**src/rtl/uart_rx.sv**
```systemverilog
// 8N1 UART receiver: two-flop synchronised line, mid-bit sampling driven by a
// bit-timing counter, one-cycle data_valid / frame_err pulses.
module uart_rx #(
  parameter int unsigned CLKS_PER_BIT = 87
) (
  input  logic       clk,
  input  logic       rst_n,
  input  logic       rx,
  output logic [7:0] data_out,
  output logic       data_valid,
  output logic       frame_err,
  output logic       busy
);

  localparam int unsigned CNT_W = $clog2(CLKS_PER_BIT);
  localparam logic [CNT_W-1:0] HALF = CNT_W'((CLKS_PER_BIT - 1) / 2);
  localparam logic [CNT_W-1:0] LAST = CNT_W'(CLKS_PER_BIT - 1);

  typedef enum logic [1:0] {
    IDLE  = 2'd0,
    START = 2'd1,
    DATA  = 2'd2,
    STOP  = 2'd3
  } state_t;

  state_t           state;
  logic             rx_meta;
  logic             rx_s;
  logic             rx_d;
  logic [1:0]       settle;
  logic             armed;
  logic [CNT_W-1:0] cnt;
  logic [2:0]       bit_idx;
  logic [7:0]       shreg;
  logic             start_edge;

  // armed only rises once the synchronised line has been seen high after
  // reset, so a line that is already low at release cannot start a frame.
  always_ff @(posedge clk or negedge rst_n) begin
    if (!rst_n) begin
      rx_meta <= 1'b1;
      rx_s    <= 1'b1;
      rx_d    <= 1'b1;
      settle  <= 2'b00;
      armed   <= 1'b0;
    end else begin
      rx_meta <= rx;
      rx_s    <= rx_meta;
      rx_d    <= rx_s;
      settle  <= {settle[0], 1'b1};
      if (settle[1] && rx_s) armed <= 1'b1;
    end
  end

  assign start_edge = armed && rx_d && !rx_s;

  always_ff @(posedge clk or negedge rst_n) begin
    if (!rst_n) begin
      state      <= IDLE;
      cnt        <= '0;
      bit_idx    <= 3'd0;
      shreg      <= 8'h00;
      data_out   <= 8'h00;
      data_valid <= 1'b0;
      frame_err  <= 1'b0;
      busy       <= 1'b0;
    end else begin
      data_valid <= 1'b0;
      frame_err  <= 1'b0;
      case (state)
        IDLE: begin
          if (start_edge) begin
            state <= START;
            cnt   <= '0;
            busy  <= 1'b1;
          end
        end
        START: begin
          if (cnt == HALF) begin
            cnt <= '0;
            if (!rx_s) begin
              state   <= DATA;
              bit_idx <= 3'd0;
            end else begin
              state <= IDLE;
              busy  <= 1'b0;
            end
          end else begin
            cnt <= cnt + 1'b1;
          end
        end
        DATA: begin
          if (cnt == LAST) begin
            cnt            <= '0;
            shreg[bit_idx] <= rx_s;
            bit_idx        <= bit_idx + 3'd1;
            if (bit_idx == 3'd7) state <= STOP;
          end else begin
            cnt <= cnt + 1'b1;
          end
        end
        STOP: begin
          // Returning to IDLE at mid-stop-bit leaves half a bit to catch
          // the next start edge of a back-to-back frame.
          if (cnt == LAST) begin
            cnt   <= '0;
            state <= IDLE;
            busy  <= 1'b0;
            if (rx_s) begin
              data_out   <= shreg;
              data_valid <= 1'b1;
            end else begin
              frame_err <= 1'b1;
            end
          end else begin
            cnt <= cnt + 1'b1;
          end
        end
        default: begin
          state <= IDLE;
          busy  <= 1'b0;
        end
      endcase
    end
  end

endmodule

```
**config.mk**
```make
export PLATFORM = sky130hd
export DESIGN_NAME = uart_rx
export DESIGN_NICKNAME = d
export VERILOG_FILES = /design/src/rtl/uart_rx.sv
export SDC_FILE = /design/constraint.sdc
export NUM_CORES = 1
export LEC_CHECK = 0
export CAP_MARGIN = 15
export CORE_MARGIN = 10
export CORE_UTILIZATION = 39
export CTS_CLUSTER_DIAMETER = 200
export DETAILED_ROUTE_END_ITERATION = 8
export GPL_TIMING_DRIVEN = 0
export PLACE_DENSITY = 0.6
export SLEW_MARGIN = 10
export SYNTH_ARGS = -nofsm -noshare
export SYNTH_HDL_FRONTEND = slang
export SYNTH_SLANG_ARGS = --single-unit
```
**constraint.sdc**
```tcl
create_clock -name clk -period 2.1 [get_ports clk]
set_clock_uncertainty 0.15 [all_clocks]
set_input_delay 0.42 -clock clk [delete_from_list [all_inputs] [get_ports clk]]
set_output_delay 0.42 -clock clk [all_outputs]
set_load 0.02 [all_outputs]
```
### Word level (Yosys, flattened, before mapping)

Cells that the tools add are included.

* memories kept: 0
* bits in writable memories: 0
* bits in latches: 0
* register bits: 37
* word-level logic and storage cells: 73
* bits of input ports: 3
* bits in read-only memories: 0

* div/mod/pow operators: 0
* eq/ne operators: 13
* bitwise operators: 0
* shift-type cells: 0
* $mul: 0
* add/sub/neg operators: 2
* mux-type cells: 29
* magnitude comparators: 2
* reductions and logical operators: 14

Operators by type and width (count)
* 7-bit two-way mux: 3
* 7-bit case mux with 3 select lines: 1
* 2-bit != test, second input constant: 7
* 2-bit two-way mux: 6
* 1-bit two-way mux: 11
* 5-bit AND reduction: 2
* 3-bit two-way mux: 3
* 8-bit bitwise mux: 1
* 2-bit case mux with 4 select lines: 1
* 7-bit by 1-bit adder with 7-bit output, second input constant: 1
* 7-bit by 6-bit equality test with 1-bit output, second input constant: 1
* 7-bit equality test, second input constant: 1
* 3-bit case mux with 2 select lines: 1
* 2-bit equality test, second input constant: 2
* 1-bit logical AND: 4
* 3-bit by 4-bit less-than comparator with 1-bit output, second input constant: 1
* 4-bit AND reduction: 1
* 3-bit by 1-bit adder with 3-bit output, second input constant: 1
* 1-bit demux with 3-bit select: 1
* 3-bit equality test, second input constant: 1
* 3-bit by 1-bit greater-or-equal comparator with 1-bit output, second input constant: 1
* 1-bit case mux with 3 select lines: 1
* 3-bit AND reduction: 1
* 3-bit nonzero test: 1
* 6 further kinds: 6

### Depth between registers and ports, before layout

Gate-level depths: netlist of the first run.

* depth after elaboration: 5
* depth in mapped cells: 7
* mapped depth without buffers: 6

### Worst setup path after synthesis of the first run

OpenSTA, ideal clock, no wires.

* path kind: flip-flop to flip-flop
* from: reg cnt[0]
* to: reg data_out[0]
* buffers on the path: 1
* period minus slack after synthesis: 1.886 ns
* arrival: 1.609 ns
* cell stages (with the launch flop): 8
* slack: 0.214 ns
* path through: dfrtp_1 > inv_1 > ha_1 > nand4b_4 > nor3_4 > and3_1 > buf_6 > mux2_1

* longest elaborated chain between the ends: 2

Ends and longest elaborated chain
* start: declaration: RTL line 32 `logic [CNT_W-1:0] cnt;`
* start signal: assignment: RTL line 89 `cnt <= cnt + 1'b1;`
* start signal: assignment: RTL line 99 `cnt <= cnt + 1'b1;`
* start signal: assignment: RTL line 116 `cnt <= cnt + 1'b1;`
* 7-bit equality test: RTL line 105 `if (cnt == LAST) begin`
* 3-bit AND reduction (no source line)
* end signal: assignment: RTL line 110 `data_out <= shreg;`
* end: declaration: RTL line 9 `output logic [7:0] data_out,`

Every way passes these cells.
A chain may end at the register's enable or synchronous reset.

### Final worst setup path of the first run

* from: reg cnt[0]
* to: reg data_out[5]

The elaborated chain is that of the path after synthesis.

==> results.toml, run 1 <==
[power]
swShare = 0.3133
ir_drop_v = 0.0003134
p_int_mw = 1.172
finalPower_mw = 1.707
seq_power_share = 0.499
pwr_density_cell_nw_per_um2 = 833.8
p_sw_mw = 0.5347
p_clk_frac = 0.269
leakage_nw = 0.9881
p_comb_frac = 0.232

[timing]
whs_ns = 0.06028
slew_headroom = 0.4795
finalSetupTns_ns = 0
period_minus_slack_ns = 1.972
setup_slack_ns = 0.1276
finalMaxSlewViolations = 0
max_freq_ghz = 0.5070
hold_viol = 0
setup_viol = 0
worst_pin_slew_ns = 0.7808
rsz0062_at_grt = "false"
fin_crit_sh = 0.9392

[floorplanning]
boundaryPins = 14
rows = 24
start_util = 0.3977
core_um2 = 4294
dieWidth_um = 86.18
die_h_um = 86.18
dieArea_um2 = 7426

[grt]
gr-total-overflow = 0
grt_pass1_wl_um = 5250
antenna_found_initial = 0
grt_max_degree = 38
grt_pass1_vias = 1159
grt_usage = 0.08687

[logic_synthesis]
synth-seq-area-share = 0.5443
synth.distinct_cells = 42
netlist_instances = 143
syn_nets = 150
syn_area_per_cell_um2 = 11.94
ys_ff_latch = 37
synthArstFlopShare = 1.000
yosysTopAreaCellShare = 0.4982
synth_area_leader_cell = "dfrtp_1"
synth_edf_count = 0
netlist_top_cells_area = "dfrtp_1 (50%), mux2_1 (9.9%), dfstp_2 (4.6%), nand2_1 (3.5%), ha_1 (2.9%)"
dominantRegCellSynth = "dfrtp_1"
yosysWarnings = 0
yosys-top-cells-count = "dfrtp_1 (34), nand2_1 (16), mux2_1 (15), nand3_1 (7), nor2_1 (6)"
synthesis.area_um2 = 1708
synth.most_common_cell = "dfrtp_1"

[drt]
num_vias = 1134
wl_per_cell_um = 13.70
via_per_inst = 5.155
drt_first_pass_iters = 4
ant_nets = 0
wirelength_um = 3014
drc = 0
drt_iter0_drc = 65

[final_layout]
utilization = 0.4767
drive_above_1_share = 0.1726
antenna_cells = 0
areaGrowthSynthToFinish_pct = 19.85
fin_nets = 175

[outcome]
status = "finished, final reports clean"

[clocking]
clock_sinks = 37
clk_latency_ns = 0.29
root_buffer = "clkbuf_8"
clk_path_buf_depth = 2
cts_tree = "done"
clk_pin_slew_ns = 0.07
h-tree-depth = 2
numCtsBuffers = 5

[worst_hold_path]
hold_path_class = "primary input to async pin"

[worst_setup_path]
r2r_cells = 7
ff2ff_setup_slack_ns = 0.13
path_max_fanout = 4
cpPeakStageDelay_ns = 0.39
cp_top_family = "simple AND/OR/NAND/NOR gates"
r2r_end = "data_out[5]"
startpoint_type = "register"
critical_path_class = "register to register"
cp_cell_sequence = "inv_2 > ha_4 > nand4b_4 > nor3_4 > and3_4 > buf_4 > mux2_1"
endpoint_kind = "register"
cp_data_required_time_ns = 2.12
slowest_stage = "dfrtp_1"
rr_startpoint = "cnt[0]"
path_buf_inv = 2
critPathArrivalTime_ns = 1.99

[place]
portBuffers = 13
dp_slack_ns = 0.03458
gp_congestion = 0.8121
dp_hpwl_um = 2108

[job]
max_cap_violations = 0
==> power by group through the flow <==
| stage | registers (mW) | clock network (mW) | logic (mW) |
|---|---|---|---|
| after floorplan | 0.847 | 0 | 0.282 |
| after global placement | 0.856 | 0 | 0.349 |
| after detailed placement | 0.860 | 0 | 0.366 |
| after CTS | 0.848 | 0.480 | 0.365 |
| after global routing | 0.863 | 0.507 | 0.453 |
| final | 0.852 | 0.459 | 0.396 |
==> worst reg2reg max path: stages (launching register included) <==
cell,delay [ns]
dfrtp_1,0.39
inv_2,0.09
ha_4,0.14
nand4b_4,0.14
nor3_4,0.25
and3_4,0.23
buf_4,0.14
mux2_1,0.33
==> worst max path at each step <==
stage                 from          end  cells past startpoint
finish              cnt[0]  data_out[5]                      7
global route          rx_s       cnt[5]                      4
CTS                 cnt[0]  data_out[4]                      7
detailed placement  cnt[0]  data_out[4]                      7
global placement     rst_n  data_out[0]                      1
floorplan           cnt[0]  data_out[0]                      7
==> layout by cell type, fill, tap and decap left out, types with 2 or more instances in the layout <==
cell	n
o21ai_0	4
dfstp_2	3
nand2_1	16
and2_1	3
a21oi_1	4
inv_1	2
a21o_1	2
buf_2	2
nor3b_1	2
o22ai_1	4
ha_1	3
dfrtp_1	34
a22o_1	2
buf_4	5
nor3_4	2
nor2_1	6
clkbuf_1	3
nor3_1	3
o21a_1	2
mux2_1	15
clkbuf_8	5
nand3_1	7
clkdlybuf4s50_1	12
nor2b_1	3
==> cell families after synthesis <==
| kind of cell | synth area share |
|---|---|
| multiplexers | 0.1077 |
| other | 0.002196 |
| buffers and inverters | 0.02710 |
| adder cells (fa/ha/maj) | 0.02931 |
| flip-flops | 0.5443 |
| AND/OR/NAND/NOR | 0.1934 |
| AO/OA/AOI/OAI | 0.09597 |
==> sequential cells by signal, indices dropped and copies added (netlist names), 2 cells and up, named ones only <==
| register | flops |
|---|---|
| bit_idx | 3 |
| cnt | 7 |
| data_out | 8 |
| settle | 2 |
| shreg | 8 |
==> final cells by class <==
cell class	count	area, um2
inverters	4	15.01
well taps	52	65.06
clock buffers	6	72.57
repair buffers	18	175.2
flip-flops and latches	37	929.6
fillers	394	2247
clock inverters	1	8.758
multi-input cells	97	749.5
plain buffers	5	31.28
==> per-stage QoR <==
step / std cells / instance area, um2
3_5_place_dp: 208 / 1898
6_report: 220 / 2047
2_1_floorplan: 143 / 1708
4_1_cts: 215 / 1979
3_3_place_gp: 208 / 1903
5_1_grt: 220 / 2047
==> per-layer routing <==
layer | global-route usage | part of all wire | vias up
li1 | - | - | 556
met1 | 0.1058 | 0.46 | 544
met2 | 0.1339 | 0.47 | 30
met3 | 0.02908 | 0.052 | 4
met4 | 0.04418 | 0.015 | 0
met5 | 0 | 0 | -
==> what timing repair did <==
action,in CTS,in global routing
setup endpoints to repair,0,10
buffers inserted,0,4
resized for setup,0,5
hold buffers,0,0
Note: power is estimated with default switching activity, not from simulation.
==> run 2: changes to the inputs <==
CORE_ASPECT_RATIO = 0.5   (was unset)
MAX_ROUTING_LAYER = met4   (was unset)
clock period = 2.4 ns   (was 2.1 ns; I/O delays follow)
==> run 2 against run 1 <==
  * Worst hold slack better by 0.15 ns
  * Largest cell class unchanged
  * Non-clock buffer count down 3
  * Combinational power down 18%
  * Worst setup slack better by 0.23 ns
  * Sequential power down 13%
  * Sequential share of layout area up 0.76 points
  * First-iteration DRC count down 40%
  * Critical endpoint unchanged
  * Maximum frequency down 3.5%
  * Global-route usage up 0.72 points
  * Critical path type unchanged
==> results.toml, run 2 (same netlist as run 1, synthesis figures left out) <==
[outcome]
status = "finished, final reports clean"

[worst_setup_path]
cp_data_required_time_ns = 2.42
ff2ff_setup_slack_ns = 0.36
cp_top_family = "simple AND/OR/NAND/NOR gates"
r2r_end = "data_out[5]"
cpPeakStageDelay_ns = 0.40
startpoint_type = "register"
rr_startpoint = "cnt[0]"
endpoint_kind = "register"
cp_cell_sequence = "inv_1 > ha_1 > nand4b_4 > nor3_4 > and3_1 > buf_6 > mux2_1"
path_max_fanout = 9
startpoint = "cnt[0]"
critical_path_class = "register to register"
slowest_stage = "dfrtp_1"
critPathArrivalTime_ns = 2.07
r2r_cells = 7
path_buf_inv = 2

[floorplanning]
rows = 16
die_h_um = 66.80
start_util = 0.4203
dieWidth_um = 113.6
boundaryPins = 14
core_um2 = 4064
dieArea_um2 = 7587

[power]
pwr_density_cell_nw_per_um2 = 738.1
p_sw_mw = 0.4758
p_comb_frac = 0.219
leakage_nw = 0.9767
swShare = 0.3202
p_clk_frac = 0.283
p_int_mw = 1.010
ir_drop_v = 0.0002559
seq_power_share = 0.498
finalPower_mw = 1.486

[grt]
grt_usage = 0.09411
grt_max_degree = 29
grt_pass1_wl_um = 5540
gr-total-overflow = 0
grt_pass1_vias = 1139
antenna_found_initial = 0

[timing]
slew_headroom = 0.4532
fin_crit_sh = 0.8519
rsz0062_at_grt = "false"
setup_viol = 0
worst_pin_slew_ns = 0.8139
finalMaxSlewViolations = 0
finalSetupTns_ns = 0
max_freq_ghz = 0.4891
period_minus_slack_ns = 2.045
whs_ns = 0.2064
setup_slack_ns = 0.3555
hold_viol = 0

[clocking]
h-tree-depth = 2
clk_pin_slew_ns = 0.07
numCtsBuffers = 5
clk_path_buf_depth = 2
clock_sinks = 37
root_buffer = "clkbuf_8"
cts_tree = "done"
cts_setup_buffers = 0
clk_latency_ns = 0.29

[final_layout]
multi_input_area_um2 = 732.0
ff_latch_area_um2 = 929.6
fin_nets = 172
layout_common_cells = "dfrtp_1 (34), nand2_1 (16), mux2_1 (15)"
fin_cells = 220
areaGrowthSynthToFinish_pct = 17.88
utilization = 0.4954
fillCellCount = 378
drive_above_1_share = 0.1386
antenna_cells = 0
reg_top3 = "data_out x8, shreg x8, cnt x7"
mostFrequentLayoutCell = "dfrtp_1"
final_cell_area_um2 = 2013

[place]
dp_slack_ns = 0.3330
place_area_um2 = 1921
gp_congestion = 0.8081
portBuffers = 13
dp.cells = 211
dp_hpwl_um = 2131

[worst_hold_path]
worst_hold_startpoint = "rx_meta"
hold_end = "rx_s"
hold_path_class = "register to register"
hold_path_depth = 0

[drt]
drc = 0
wl_per_cell_um = 14.10
drt_first_pass_iters = 4
via_per_inst = 4.982
wirelength_um = 3102
ant_nets = 0
num_vias = 1096
drt_iter0_drc = 39

[job]
max_cap_violations = 0
## run 2: worst max-delay path by stage
stage,to,slack (ns),depth (start not counted)
after floorplan,data_out[0],0.51,7
after global placement,data_out[0],-0.15,1
after detailed placement,data_out[5],0.33,7
after CTS,data_out[5],0.33,7
after global routing,data_out[6],0.24,7
final,data_out[5],0.36,7
## run 2: metal layers
metal | routed length [um] | up-vias | global-route usage | share of wire
li1 | - | 550 | - | -
met1 | 1499 | 527 | 0.1101 | 0.48
met2 | 1423 | 12 | 0.1406 | 0.46
met3 | 128 | 7 | 0.03217 | 0.041
met4 | 51 | 0 | 0.05189 | 0.016
met5 | 0 | - | - | 0
## run 2: repair_timing
action / 4_1_cts / 5_1_grt
gates resized for setup: 0 / 0
hold buffers: 1 / 0
hold endpoints to repair: 7 / 0
## run 2: worst reg2reg max path, cell delays in order, from the launching register on
cell,delay (ns)
dfrtp_1,0.40
inv_1,0.10
ha_1,0.21
nand4b_4,0.18
nor3_4,0.22
and3_1,0.20
buf_6,0.15
mux2_1,0.33
## run 2: final cells by class
cell class | instances | area share
inverters | 4 | 0.007458
multi-input cells | 97 | 0.3636
flip-flops and latches | 37 | 0.4618
repair buffers | 15 | 0.07707
clock buffers | 6 | 0.03605
clock inverters | 2 | 0.004972
well taps | 54 | 0.03356
plain buffers | 5 | 0.01554
## run 2: power by group through the flow
stage / Sequential [mW] / Combinational (mW) / Clock [mW]
floorplan: 0.741 / 0.247 / 0
global placement: 0.751 / 0.308 / 0
detailed placement: 0.752 / 0.317 / 0
CTS: 0.740 / 0.324 / 0.437
global route: 0.749 / 0.361 / 0.464
finish: 0.740 / 0.325 / 0.421
==> run 3: changes to the inputs <==
CORE_MARGIN = unset   (was 10)
CORE_UTILIZATION = 29   (was 39)
PLACE_DENSITY = 0.49   (was 0.6)
==> run 3 against run 2 <==
  * Sequential share of layout area is 2.5 points lower
  * Worst hold slack worse by 0.011 ns
  * Via count grew 2.3%
  * Critical path type unchanged
  * Largest power group is now clock
  * Highest routed layer unchanged
==> results.toml, run 3 (same netlist as run 1, synthesis figures left out) <==
[timing]
rsz0062_at_grt = "false"
period_minus_slack_ns = 2.050
worst_pin_slew_ns = 0.8108
max_freq_ghz = 0.4878
fin_crit_sh = 0.8541
setup_viol = 0
hold_viol = 0
slew_headroom = 0.4553
whs_ns = 0.1953
finalSetupTns_ns = 0
finalMaxSlewViolations = 0

[floorplanning]
dieArea_um2 = 6219
core_um2 = 5587
die_h_um = 56.27
rows = 19
start_util = 0.3057
dieWidth_um = 110.5
boundaryPins = 14

[worst_setup_path]
endpoint_kind = "register"
cp_top_family = "simple AND/OR/NAND/NOR gates"
cp_cell_sequence = "inv_1 > ha_1 > nand4b_4 > nor3_4 > and3_1 > buf_6 > mux2_1"
path_max_fanout = 9
critPathArrivalTime_ns = 2.05
startpoint_type = "register"
critical_path_class = "register to register"
ff2ff_setup_slack_ns = 0.35
cp_data_required_time_ns = 2.40
path_buf_inv = 2
slowest_stage = "dfrtp_1"
cpPeakStageDelay_ns = 0.39

[place]
gp_congestion = 0.7517
portBuffers = 13
dp_hpwl_um = 2052
place_area_um2 = 1944

[grt]
grt_usage = 0.1168
grt_pass1_wl_um = 5568
gr-total-overflow = 0
antenna_found_initial = 0
grt_max_degree = 29
grt_pass1_vias = 1226

[final_layout]
antenna_cells = 0
fin_nets = 172
mostFrequentLayoutCell = "dfrtp_1"
final_cell_area_um2 = 2127
reg_top3 = "data_out x8, shreg x8, cnt x7"
areaGrowthSynthToFinish_pct = 24.54
drive_above_1_share = 0.1386
layout_common_cells = "dfrtp_1 (34), nand2_1 (16), mux2_1 (15)"

[power]
finalPower_mw = 1.823
leakage_nw = 1.016
ir_drop_v = 0.0003395
pwr_density_cell_nw_per_um2 = 856.9

[drt]
num_vias = 1121
wl_per_cell_um = 12.69
drc = 0
ant_nets = 0
drt_first_pass_iters = 4
via_per_inst = 4.690
wirelength_um = 3033
drt_iter0_drc = 61

[clocking]
h-tree-depth = 2
cts_tree = "done"
numCtsBuffers = 5
cts_setup_buffers = 0
clk_path_buf_depth = 2
root_buffer = "clkbuf_16"
clk_pin_slew_ns = 0.06
clk_latency_ns = 0.28
clock_sinks = 37
cts_resized = 0
cts-hold-fix-buffers = 1

[job]
max_cap_violations = 0

[worst_hold_path]
hold_path_class = "register to register"

[outcome]
status = "finished, final reports clean"
## run 3: changes by cell type in the layout (fill, tap and decap cells not counted), sizes merged
cell	delta
bufinv	+1
clkinv	-2
clkbuf	+1
## run 3: report_power, final
group          total (mW)  leakage [nW]  internal (mW)  switching (mW)
logic               0.322         0.453          0.127           0.195
registers           0.742         0.479          0.683          0.0591
clock network       0.758        0.0841          0.519           0.239
## run 3: path summary, 6_finish.rpt
kind | to | start | cells past startpoint
max in group asynchronous | rx_meta | rst_n | 3
worst min register to register | settle[1] | settle[0] | 0
min in group asynchronous | data_valid | rst_n | 2
worst min-delay path | settle[1] | settle[0] | 0
worst max register to register | data_out[5] | cnt[0] | 7
worst max-delay path | data_out[5] | cnt[0] | 7
## run 3: per-layer routing
layer | part of all wire | wire (um) | up-vias | global-route usage
met5 | 0 | 0 | - | -
met4 | 0.0069 | 21 | 0 | 0.04000
met3 | 0.034 | 102 | 2 | 0.03456
met2 | 0.45 | 1376 | 13 | 0.1828
met1 | 0.51 | 1533 | 554 | 0.1458
li1 | - | - | 552 | -
## run 3: cell type report
type	instances	area, um2
sequential	37	929.6
clock buffer	7	142.6
inverter	4	15.01
multi-input combinational	97	732.0
clock inverter	1	30.03
buffer	5	31.28
tap	73	91.34
fill	558	3460
timing repair buffer	15	155.1
## run 3: metrics by stage
stage | setup WS [ns] | utilization | cells
after floorplan | 0.5140 | - | 143
after global placement | -0.1929 | 0.3454 | 229
after detailed placement | 0.3329 | 0.3480 | 230
after CTS | 0.3210 | 0.3807 | 239
after global routing | 0.1884 | 0.3807 | 239
final | 0.3501 | 0.3807 | 239
